$ cat src/rtl/commit_goal_monitor.sv
// Commit-stream monitor: counts committed micro-ops/ISA ops, tracks last PC,
// and stops on a programmable goal PC or a RUN-cycle timeout.
module commit_goal_monitor #(
  parameter int unsigned COMMIT_WIDTH = 4,
  parameter int unsigned GOAL_NUM     = 2,
  parameter int unsigned PC_WIDTH     = 32,
  parameter int unsigned CNT_WIDTH    = 40,
  localparam int unsigned IDX_W  = (GOAL_NUM > 1) ? $clog2(GOAL_NUM) : 1,
  localparam int unsigned LANE_W = (COMMIT_WIDTH > 1) ? $clog2(COMMIT_WIDTH) : 1
) (
  input  logic                             clk,
  input  logic                             rstOut,
  input  logic                             start,
  input  logic [CNT_WIDTH-1:0]             maxCycles,
  input  logic                             goalWe,
  input  logic [IDX_W-1:0]                 goalIdx,
  input  logic [PC_WIDTH-1:0]              goalPc,
  input  logic                             goalEn,
  input  logic [COMMIT_WIDTH-1:0]          commitValid,
  input  logic [COMMIT_WIDTH-1:0]          commitFirstUop,
  input  logic [COMMIT_WIDTH*PC_WIDTH-1:0] commitPc,
  output logic                             running,
  output logic                             done,
  output logic [1:0]                       doneReason,
  output logic [IDX_W-1:0]                 hitGoalIdx,
  output logic [LANE_W-1:0]                hitLane,
  output logic [CNT_WIDTH-1:0]             cycleCount,
  output logic [CNT_WIDTH-1:0]             numMicroOp,
  output logic [CNT_WIDTH-1:0]             numIsaOp,
  output logic [PC_WIDTH-1:0]              lastPc
);

  localparam int unsigned INC_W = $clog2(COMMIT_WIDTH + 1);
  localparam int unsigned SUM_W = CNT_WIDTH + 1;
  localparam logic [CNT_WIDTH-1:0] CNT_MAX = '1;

  typedef enum logic [1:0] {IDLE, RUN, DONE} stateT;

  stateT                state;
  logic [PC_WIDTH-1:0]  goalPcTab [GOAL_NUM];
  logic [GOAL_NUM-1:0]  goalEnTab;

  logic                 found;
  logic [LANE_W-1:0]    matchLane;
  logic [IDX_W-1:0]     matchGoal;
  logic [INC_W-1:0]     uopInc;
  logic [INC_W-1:0]     isaInc;
  logic [PC_WIDTH-1:0]  newLastPc;
  logic [CNT_WIDTH-1:0] cycleNext;
  logic                 timeout;

  // Widened add so a multi-lane increment saturates instead of wrapping.
  function automatic logic [CNT_WIDTH-1:0] satAdd(input logic [CNT_WIDTH-1:0] a,
                                                  input logic [INC_W-1:0] b);
    logic [SUM_W-1:0] sum;
    sum = {1'b0, a} + SUM_W'(b);
    return sum[CNT_WIDTH] ? CNT_MAX : sum[CNT_WIDTH-1:0];
  endfunction

  // Goal table; out-of-range indices are dropped.
  always_ff @(posedge clk or negedge rstOut) begin
    if (!rstOut) begin
      for (int g = 0; g < GOAL_NUM; g++) goalPcTab[g] <= '0;
      goalEnTab <= '0;
    end else if (goalWe && (32'(goalIdx) < GOAL_NUM)) begin
      goalPcTab[goalIdx] <= goalPc;
      goalEnTab[goalIdx] <= goalEn;
    end
  end

  // First match wins: lowest lane, then lowest goal index.
  always_comb begin
    found     = 1'b0;
    matchLane = '0;
    matchGoal = '0;
    for (int l = 0; l < COMMIT_WIDTH; l++) begin
      for (int g = 0; g < GOAL_NUM; g++) begin
        if (!found && commitValid[l] && goalEnTab[g] &&
            commitPc[l*PC_WIDTH +: PC_WIDTH] == goalPcTab[g]) begin
          found     = 1'b1;
          matchLane = LANE_W'(l);
          matchGoal = IDX_W'(g);
        end
      end
    end
  end

  // Lanes younger than a matching lane are not counted.
  always_comb begin
    logic stop;
    stop      = 1'b0;
    uopInc    = '0;
    isaInc    = '0;
    newLastPc = lastPc;
    for (int l = 0; l < COMMIT_WIDTH; l++) begin
      if (commitValid[l] && !stop) begin
        uopInc    = uopInc + INC_W'(1);
        if (commitFirstUop[l]) isaInc = isaInc + INC_W'(1);
        newLastPc = commitPc[l*PC_WIDTH +: PC_WIDTH];
      end
      if (found && (LANE_W'(l) == matchLane)) stop = 1'b1;
    end
  end

  assign cycleNext = satAdd(cycleCount, INC_W'(1));
  assign timeout   = (maxCycles != '0) && (cycleNext == maxCycles);

  // Monitor FSM with registered status and counters.
  always_ff @(posedge clk or negedge rstOut) begin
    if (!rstOut) begin
      state      <= IDLE;
      running    <= 1'b0;
      done       <= 1'b0;
      doneReason <= 2'd0;
      hitGoalIdx <= '0;
      hitLane    <= '0;
      cycleCount <= '0;
      numMicroOp <= '0;
      numIsaOp   <= '0;
      lastPc     <= '0;
    end else if (start) begin
      state      <= RUN;
      running    <= 1'b1;
      done       <= 1'b0;
      doneReason <= 2'd0;
      hitGoalIdx <= '0;
      hitLane    <= '0;
      cycleCount <= '0;
      numMicroOp <= '0;
      numIsaOp   <= '0;
      lastPc     <= '0;
    end else if (state == RUN) begin
      cycleCount <= cycleNext;
      numMicroOp <= satAdd(numMicroOp, uopInc);
      numIsaOp   <= satAdd(numIsaOp, isaInc);
      lastPc     <= newLastPc;
      if (found) begin
        state      <= DONE;
        running    <= 1'b0;
        done       <= 1'b1;
        doneReason <= 2'd1;
        hitGoalIdx <= matchGoal;
        hitLane    <= matchLane;
      end else if (timeout) begin
        state      <= DONE;
        running    <= 1'b0;
        done       <= 1'b1;
        doneReason <= 2'd2;
      end
    end
  end

endmodule

$ cat config.mk
export PLATFORM = sky130hd
export DESIGN_NAME = commit_goal_monitor
export DESIGN_NICKNAME = d
export VERILOG_FILES = /design/src/rtl/commit_goal_monitor.sv
export SDC_FILE = /design/constraint.sdc
export NUM_CORES = 1
export LEC_CHECK = 0
export CELL_PAD_IN_SITES_DETAIL_PLACEMENT = 1
export CELL_PAD_IN_SITES_GLOBAL_PLACEMENT = 2
export CORE_UTILIZATION = 34
export CTS_BUF_LIST = sky130_fd_sc_hd__clkbuf_4
export DETAILED_ROUTE_END_ITERATION = 6
export HOLD_SLACK_MARGIN = 0.02
export PLACE_DENSITY_LB_ADDON = 0.3
export RECOVER_POWER = 25
export SLEW_MARGIN = 20
export SYNTH_ARGS = -nofsm -noshare
export SYNTH_HDL_FRONTEND = slang
export SYNTH_SLANG_ARGS = --single-unit
$ cat constraint.sdc
create_clock -name clk -period 12.5 [get_ports clk]
set_input_delay 2.5 -clock clk [delete_from_list [all_inputs] [get_ports clk]]
set_output_delay 2.5 -clock clk [all_outputs]
set_load 0.02 [all_outputs]
==> impl_metrics.csv, run 1 <==
group,metric,value,unit
synthesis,synth-seq-area-share,0.328,
finish,fin_util,0.449,
floorplan,die_h,227,um
route,wire_per_inst,27.9,um
floorplan,design.core.area,49400,um^2
clock_network,cts_tree,"built",
pwr,pwr-share-comb,0.252,
grt,antenna_found_initial,8,
placement,place_congestion,0.994,
synthesis,ys_seq_elements,225,
grt,grt_pass1_wl,123,mm
clock_network,numCtsBuffers,70,
pwr,clkPwrFrac,0.351,
sta,finClkSkew,0.0484,ns
route,postRouteAntennaNets,0,
route,drc_errors,0,
setup_path,worst-path-buf-inv,2,
sta,max_slew_margin,-2.34,
route,vias_per_cell,5.98,
floorplan,die-area,51400,um^2
synthesis,synth_cell_types,83,
synthesis,post_synth_instance_area,17200,um^2
placement,portBuffers,372,
pwr,cellPowerDensity,98.2,nW/um^2
clock_network,post_cts_buffers,0,
pwr,p_int,1.40,mW
synthesis,synth.area.top_cells,"dfrtp_1 (33%), xor2_1 (13%), mux2_2 (4.7%), nor4_1 (3.5%), a21oi_1 (3.2%)",
setup_path,required,12.53,ns
finish,final_common_cell,"clkdlybuf4s50_1",
setup_path,worstPathArrival,9.17,ns
finish,final_nets,2506,
setup_path,path_delay_family,"buffers and inverters",
pwr,p_leak,8.60,nW
sta,setup_tns,0,ns
route,routed-via-count,17900,
floorplan,start_util,0.348,
grt,grt_use_total,0.324,
finish,area_delta_synth_final,29.2,%
sta,min_period,9.14,ns
grt,grt_overflow_total,0,
clock_network,clockRootBuffer,"clkbuf_4",
sta,worst_slack,3.36,ns
sta,setup_viol,0,
synthesis,yosysWarnings,0,
setup_path,cp-start-kind,"primary input",
pwr,vdd_drop_max,52.0,uV
sta,hold_viol_final,0,
setup_path,worst_setup_path_end_kind,"asynchronous set/reset pin",
setup_path,criticalPathCategory,"primary input to asynchronous set/reset pin",
setup_path,slowest_delay,3.44,ns
sta,tightest_slew,5.01,ns
clock_network,cts_resized,0,
floorplan,ioPinCount,373,
finish,final_cell_mix,"clkdlybuf4s50_1 (370), xor2_1 (259), dfrtp_1 (225)",
route,routed_wl,83.7,mm
synthesis,synth_top_area_frac,0.328,
synthesis,syn_avg_cell_area,8.68,um^2
sta,fmax,0.109,GHz
clock_network,path_clk_slew,0.06,ns
sta,rsz0062_at_grt,"false",
setup_path,slowest_stage,"clkbuf_1",
route,drt_first_pass_iters,5,
setup_path,path_max_fanout,144,
synthesis,synth_cells,1979,
grt,grt_pass1_vias,18000,
sta,final-max-slew-violation-count,228,
setup_path,crit_chain,"clkbuf_1 > clkbuf_2",
clock_network,clockBufferDepth,3,
sta,fin_crit_sh,0.731,
placement,dp_slack,2.83,ns
pwr,seqPwrFrac,0.397,
placement,dpl.hpwl,63.7,mm
pwr,switching_share,0.357,
clock_network,h-tree-depth,3,
outcome,violations,"max-capacitance violations, max-slew violations",
synthesis,synth_nets,2208,
clock_network,clk_latency,0.82,ns
worst_hold_path,hp-class,"flop to flop",
clock_network,cts_sinks,225,
synthesis,yosys.area.top_type,"dfrtp_1",
route,drt_iter0_drc,1300,
outcome,outcome,"complete, but fails checks",
grt,grt_start_max_net_pins,145,
finish,fill_cells,5786,
synthesis,synth-edff-count,0,
flow_run,drv_cap,2,
finish,ff_latch_area,5630,um^2
synthesis,async_flop_share,1.00,
floorplan,rows,81,
pwr,net-switching-power,0.777,mW
finish,multi_input_area,10800,um^2
synthesis,synthFlopType,"dfrtp_1",
clock_network,hold_buffers,0,
floorplan,die_x,227,um
finish,drive_above_1_share,0.101,
## per-layer routing
metal	part of all wire	track usage
met1	0.45	0.456
met2	0.45	0.503
met3	0.071	0.0601
met4	0.024	0.0898
met5	0.00020	0
## power by group through the flow
stage                     sequential, mW  combinational, mW  clock, mW
after CTS                          0.862              0.539      0.785
after global routing               0.869              0.577      0.824
after global placement             0.872              0.533          0
final                              0.864              0.549      0.764
after floorplan                    0.818              0.308          0
after detailed placement           0.875              0.534          0
## area by class of cell
cell class / count / share of cell area
inverter: 22 / 0.00372
antenna: 10 / 0.00113
tap: 664 / 0.0375
timing repair buffer: 395 / 0.176
multi-input combinational: 1563 / 0.489
sequential: 225 / 0.254
clock inverter: 20 / 0.00649
clock buffer: 96 / 0.0325
## metrics by stage
stage	power, mW	cells	cell area (um^2)	hold slack (ns)
global placement	1.40	2868	21300	0.472
floorplan	1.13	1979	17200	0.545
detailed placement	1.41	2868	21300	0.475
CTS	2.19	2984	22100	0.493
global route	2.27	2994	22200	0.502
finish	2.18	2995	22200	0.490
## worst paths after layout
kind	startpoint	endpoint	slack [ns]	cells past startpoint
hold reg to reg	lastPc[15]$_DFFE_PN0P_	lastPc[15]$_DFFE_PN0P_	0.49	1
min in group asynchronous	rstOut	lastPc[9]$_DFFE_PN0P_	3.50	1
hold / removal	lastPc[15]$_DFFE_PN0P_	lastPc[15]$_DFFE_PN0P_	0.49	1
max in group clk	commitPc[19]	numIsaOp[37]$_DFFE_PN0P_	3.53	21
setup reg to reg	goalPcTab[19]$_DFFE_PN0P_	numIsaOp[37]$_DFFE_PN0P_	5.35	20
setup / recovery	rstOut	numMicroOp[33]$_DFFE_PN0P_	3.36	2
## cells by family after synthesis
logic type,count (synthesis),share of synthesized area
AO/OA/AOI/OAI,463,0.183
adder cells (fa/ha/maj),15,0.0118
AND/OR/NAND/NOR,667,0.205
XOR/XNOR,297,0.152
flip-flops,225,0.328
multiplexers,121,0.0758
buffers and inverters,191,0.0436
## registers in the layout, indices dropped and copies added (netlist names)
register and flops:
done 1, hitLane 2, goalEnTab 2, state 1, doneReason 2, hitGoalIdx 1
goalPcTab 64, lastPc 32, numIsaOp 40, numMicroOp 40, cycleCount 40
## synthesized netlist by cell type, drive strengths merged, types with 4 or more instances
library cell / instances
or2: 4
nor4: 98
and2: 10
a211oi: 27
xnor2: 37
and3: 37
nand2b: 8
a21o: 11
a311oi: 31
o221a: 8
a22oi: 33
o31ai: 4
o2bb2ai: 32
o31a: 4
mux2i: 49
inv: 20
nor2b: 8
nor3: 52
and4: 11
buf: 34
a2111oi: 5
nor3b: 6
nand4: 64
dfrtp: 225
nand3: 95
a211o: 4
or4: 13
o21a: 40
clkbuf: 135
mux2: 72
a21oi: 111
nand2: 125
o221ai: 4
or3: 6
nor2: 118
xor2: 259
a31oi: 24
o21ai: 85
ha: 13
Power figures use the tool's default switching activity.
==> run 2, diff against run 1 <==
--- a/config.mk
+++ b/config.mk
@@ -7,7 +7,7 @@
 export LEC_CHECK = 0
 export CELL_PAD_IN_SITES_DETAIL_PLACEMENT = 1
 export CELL_PAD_IN_SITES_GLOBAL_PLACEMENT = 2
-export CORE_UTILIZATION = 34
+export CORE_UTILIZATION = 28
 export CTS_BUF_LIST = sky130_fd_sc_hd__clkbuf_4
 export DETAILED_ROUTE_END_ITERATION = 6
 export HOLD_SLACK_MARGIN = 0.02
==> constraint.sdc (replaced) <==
create_clock -name clk -period 7.4 [get_ports clk]
set_input_delay 1.48 -clock clk [delete_from_list [all_inputs] [get_ports clk]]
set_output_delay 1.48 -clock clk [all_outputs]
set_load 0.02 [all_outputs]
==> impl_metrics.csv, run 2 (synthesized netlist as in run 1, its figures left out) <==
group,metric,value,unit
clock_network,clockBufferDepth,3,
sta,finClkSkew,0.0758,ns
finish,area_delta_synth_final,32.1,%
floorplan,ioPinCount,373,
route,routed_wl,86.6,mm
finish,final_common_cell,"clkdlybuf4s50_1",
finish,largest_reg_flops,64,
outcome,violations,"max-capacitance violations, max-slew violations",
clock_network,clk_latency,0.83,ns
finish,fin_cells,3151,
pwr,vdd_drop_max,76.8,uV
route,drt_iter0_drc,1364,
floorplan,die-area,62300,um^2
grt,grt_use_total,0.275,
setup_path,path_max_fanout,4,
flow_run,drv_cap,2,
clock_network,h-tree-depth,3,
pwr,clkPwrFrac,0.359,
grt,grt_start_max_net_pins,94,
pwr,pwr-share-comb,0.250,
floorplan,design.core.area,60500,um^2
clock_network,cts_sinks,225,
clock_network,cts_tree,"built",
finish,final_nets,2547,
setup_path,required,8.09,ns
sta,fmax,0.145,GHz
clock_network,numCtsBuffers,72,
setup_path,cp-start-kind,"primary input",
sta,max_slew_margin,-2.84,
setup_path,criticalPathCategory,"primary input to flop",
finish,max_flop_register,"goalPcTab",
setup_path,worstPathArrival,7.58,ns
pwr,p_int,2.44,mW
floorplan,die_h,250,um
sta,min_period,6.89,ns
floorplan,start_util,0.284,
placement,portBuffers,372,
clock_network,hold_buffers,0,
outcome,outcome,"complete, but fails checks",
sta,setup_viol,0,
placement,dp_cells,3025,
pwr,net-switching-power,1.32,mW
setup_path,worst_setup_path_end_kind,"flop",
grt,grt_pass1_wl,128,mm
floorplan,rows,90,
pwr,seqPwrFrac,0.390,
finish,fin_util,0.375,
sta,hold_viol_final,0,
sta,fin_crit_sh,0.932,
clock_network,post_cts_buffers,0,
route,wire_per_inst,27.5,um
placement,place_congestion,0.936,
worst_hold_path,hp-class,"flop to flop",
clock_network,clockRootBuffer,"clkbuf_4",
route,postRouteAntennaNets,0,
grt,grt_overflow_total,0,
sta,final-max-slew-violation-count,128,
pwr,switching_share,0.351,
sta,tightest_slew,5.76,ns
placement,dp_slack,-0.186,ns
floorplan,die_x,250,um
finish,final_cell_mix,"clkdlybuf4s50_1 (369), xor2_1 (259), dfrtp_1 (225)",
placement,dpl.hpwl,67.4,mm
sta,rsz0062_at_grt,"false",
sta,worst_slack,0.506,ns
grt,grt_pass1_vias,18200,
route,drt_first_pass_iters,5,
route,vias_per_cell,5.64,
clock_network,path_clk_slew,0.06,ns
grt,antenna_found_initial,4,
clock_network,cts_resized,0,
route,drc_errors,0,
pwr,cellPowerDensity,166,nW/um^2
finish,drive_above_1_share,0.118,
route,routed-via-count,17800,
pwr,p_leak,8.83,nW
-- run 2: final cells by class --
class                      instances  area, um^2
antenna                            3        7.51
clock buffer                     100         751
clock inverter                    22         180
fill                            7045       37800
inverter                          22        82.6
multi-input combinational       1563       10800
sequential                       225        5630
tap                              782         978
timing repair buffer             434        4200
-- run 2: stage by stage --
step           power (mW)  setup TNS [ns]  hold slack, ns  cell area [um^2]
2_1_floorplan        1.90               0           0.545             17200
3_3_place_gp         2.40         -0.0816           0.466             21700
3_5_place_dp         2.41           -2.64           0.473             21700
4_1_cts              3.80               0           0.489             22600
5_1_grt              3.93               0           0.499             22700
6_report             3.76               0           0.489             22700
-- run 2: worst max-delay path: stages --
cell	delay, ns
clkdlybuf4s50_1	0.53
xor2_1	0.21
nor4_1	0.40
nand4_1	0.24
nor4_1	0.43
buf_4	0.20
or3b_2	0.13
mux2_2	0.36
ha_1	0.27
mux2_2	0.28
ha_1	0.30
mux2i_1	0.09
fa_1	0.44
nor2b_1	0.17
o21ai_0	0.11
or2_2	0.30
or4_1	0.59
nor3_1	0.28
nand3_1	0.20
o21ai_0	0.22
a21oi_1	0.10
a211oi_1	0.25
-- run 2: per-layer routing --
| layer | GRT usage | share of wire | vias up |
|---|---|---|---|
| met5 | 0 | 0.000081 | - |
| met4 | 0.0783 | 0.024 | 2 |
| met3 | 0.0543 | 0.060 | 119 |
| met2 | 0.434 | 0.46 | 562 |
| met1 | 0.379 | 0.46 | 9064 |
| li1 | - | - | 8028 |
-- run 2: power by group through the flow --
stage	Sequential, mW	Combinational, mW	Clock [mW]
final	1.47	0.940	1.35
after global routing	1.47	0.996	1.46
after detailed placement	1.48	0.925	0
after global placement	1.48	0.923	0
after CTS	1.46	0.932	1.41
after floorplan	1.38	0.519	0
-- run 2: worst paths after layout --
kind	slack (ns)	startpoint	depth (start not counted)	endpoint
worst min-delay path	0.49	lastPc[14]$_DFFE_PN0P_	1	lastPc[14]$_DFFE_PN0P_
min in group asynchronous	2.78	rstOut	1	goalPcTab[47]$_DFFE_PN0P_
worst min register to register	0.49	lastPc[14]$_DFFE_PN0P_	1	lastPc[14]$_DFFE_PN0P_
max in group asynchronous	1.20	rstOut	2	goalPcTab[32]$_DFFE_PN0P_
worst max register to register	1.26	goalPcTab[1]$_DFFE_PN0P_	21	numIsaOp[26]$_DFFE_PN0P_
worst max-delay path	0.51	commitPc[13]	22	numIsaOp[26]$_DFFE_PN0P_
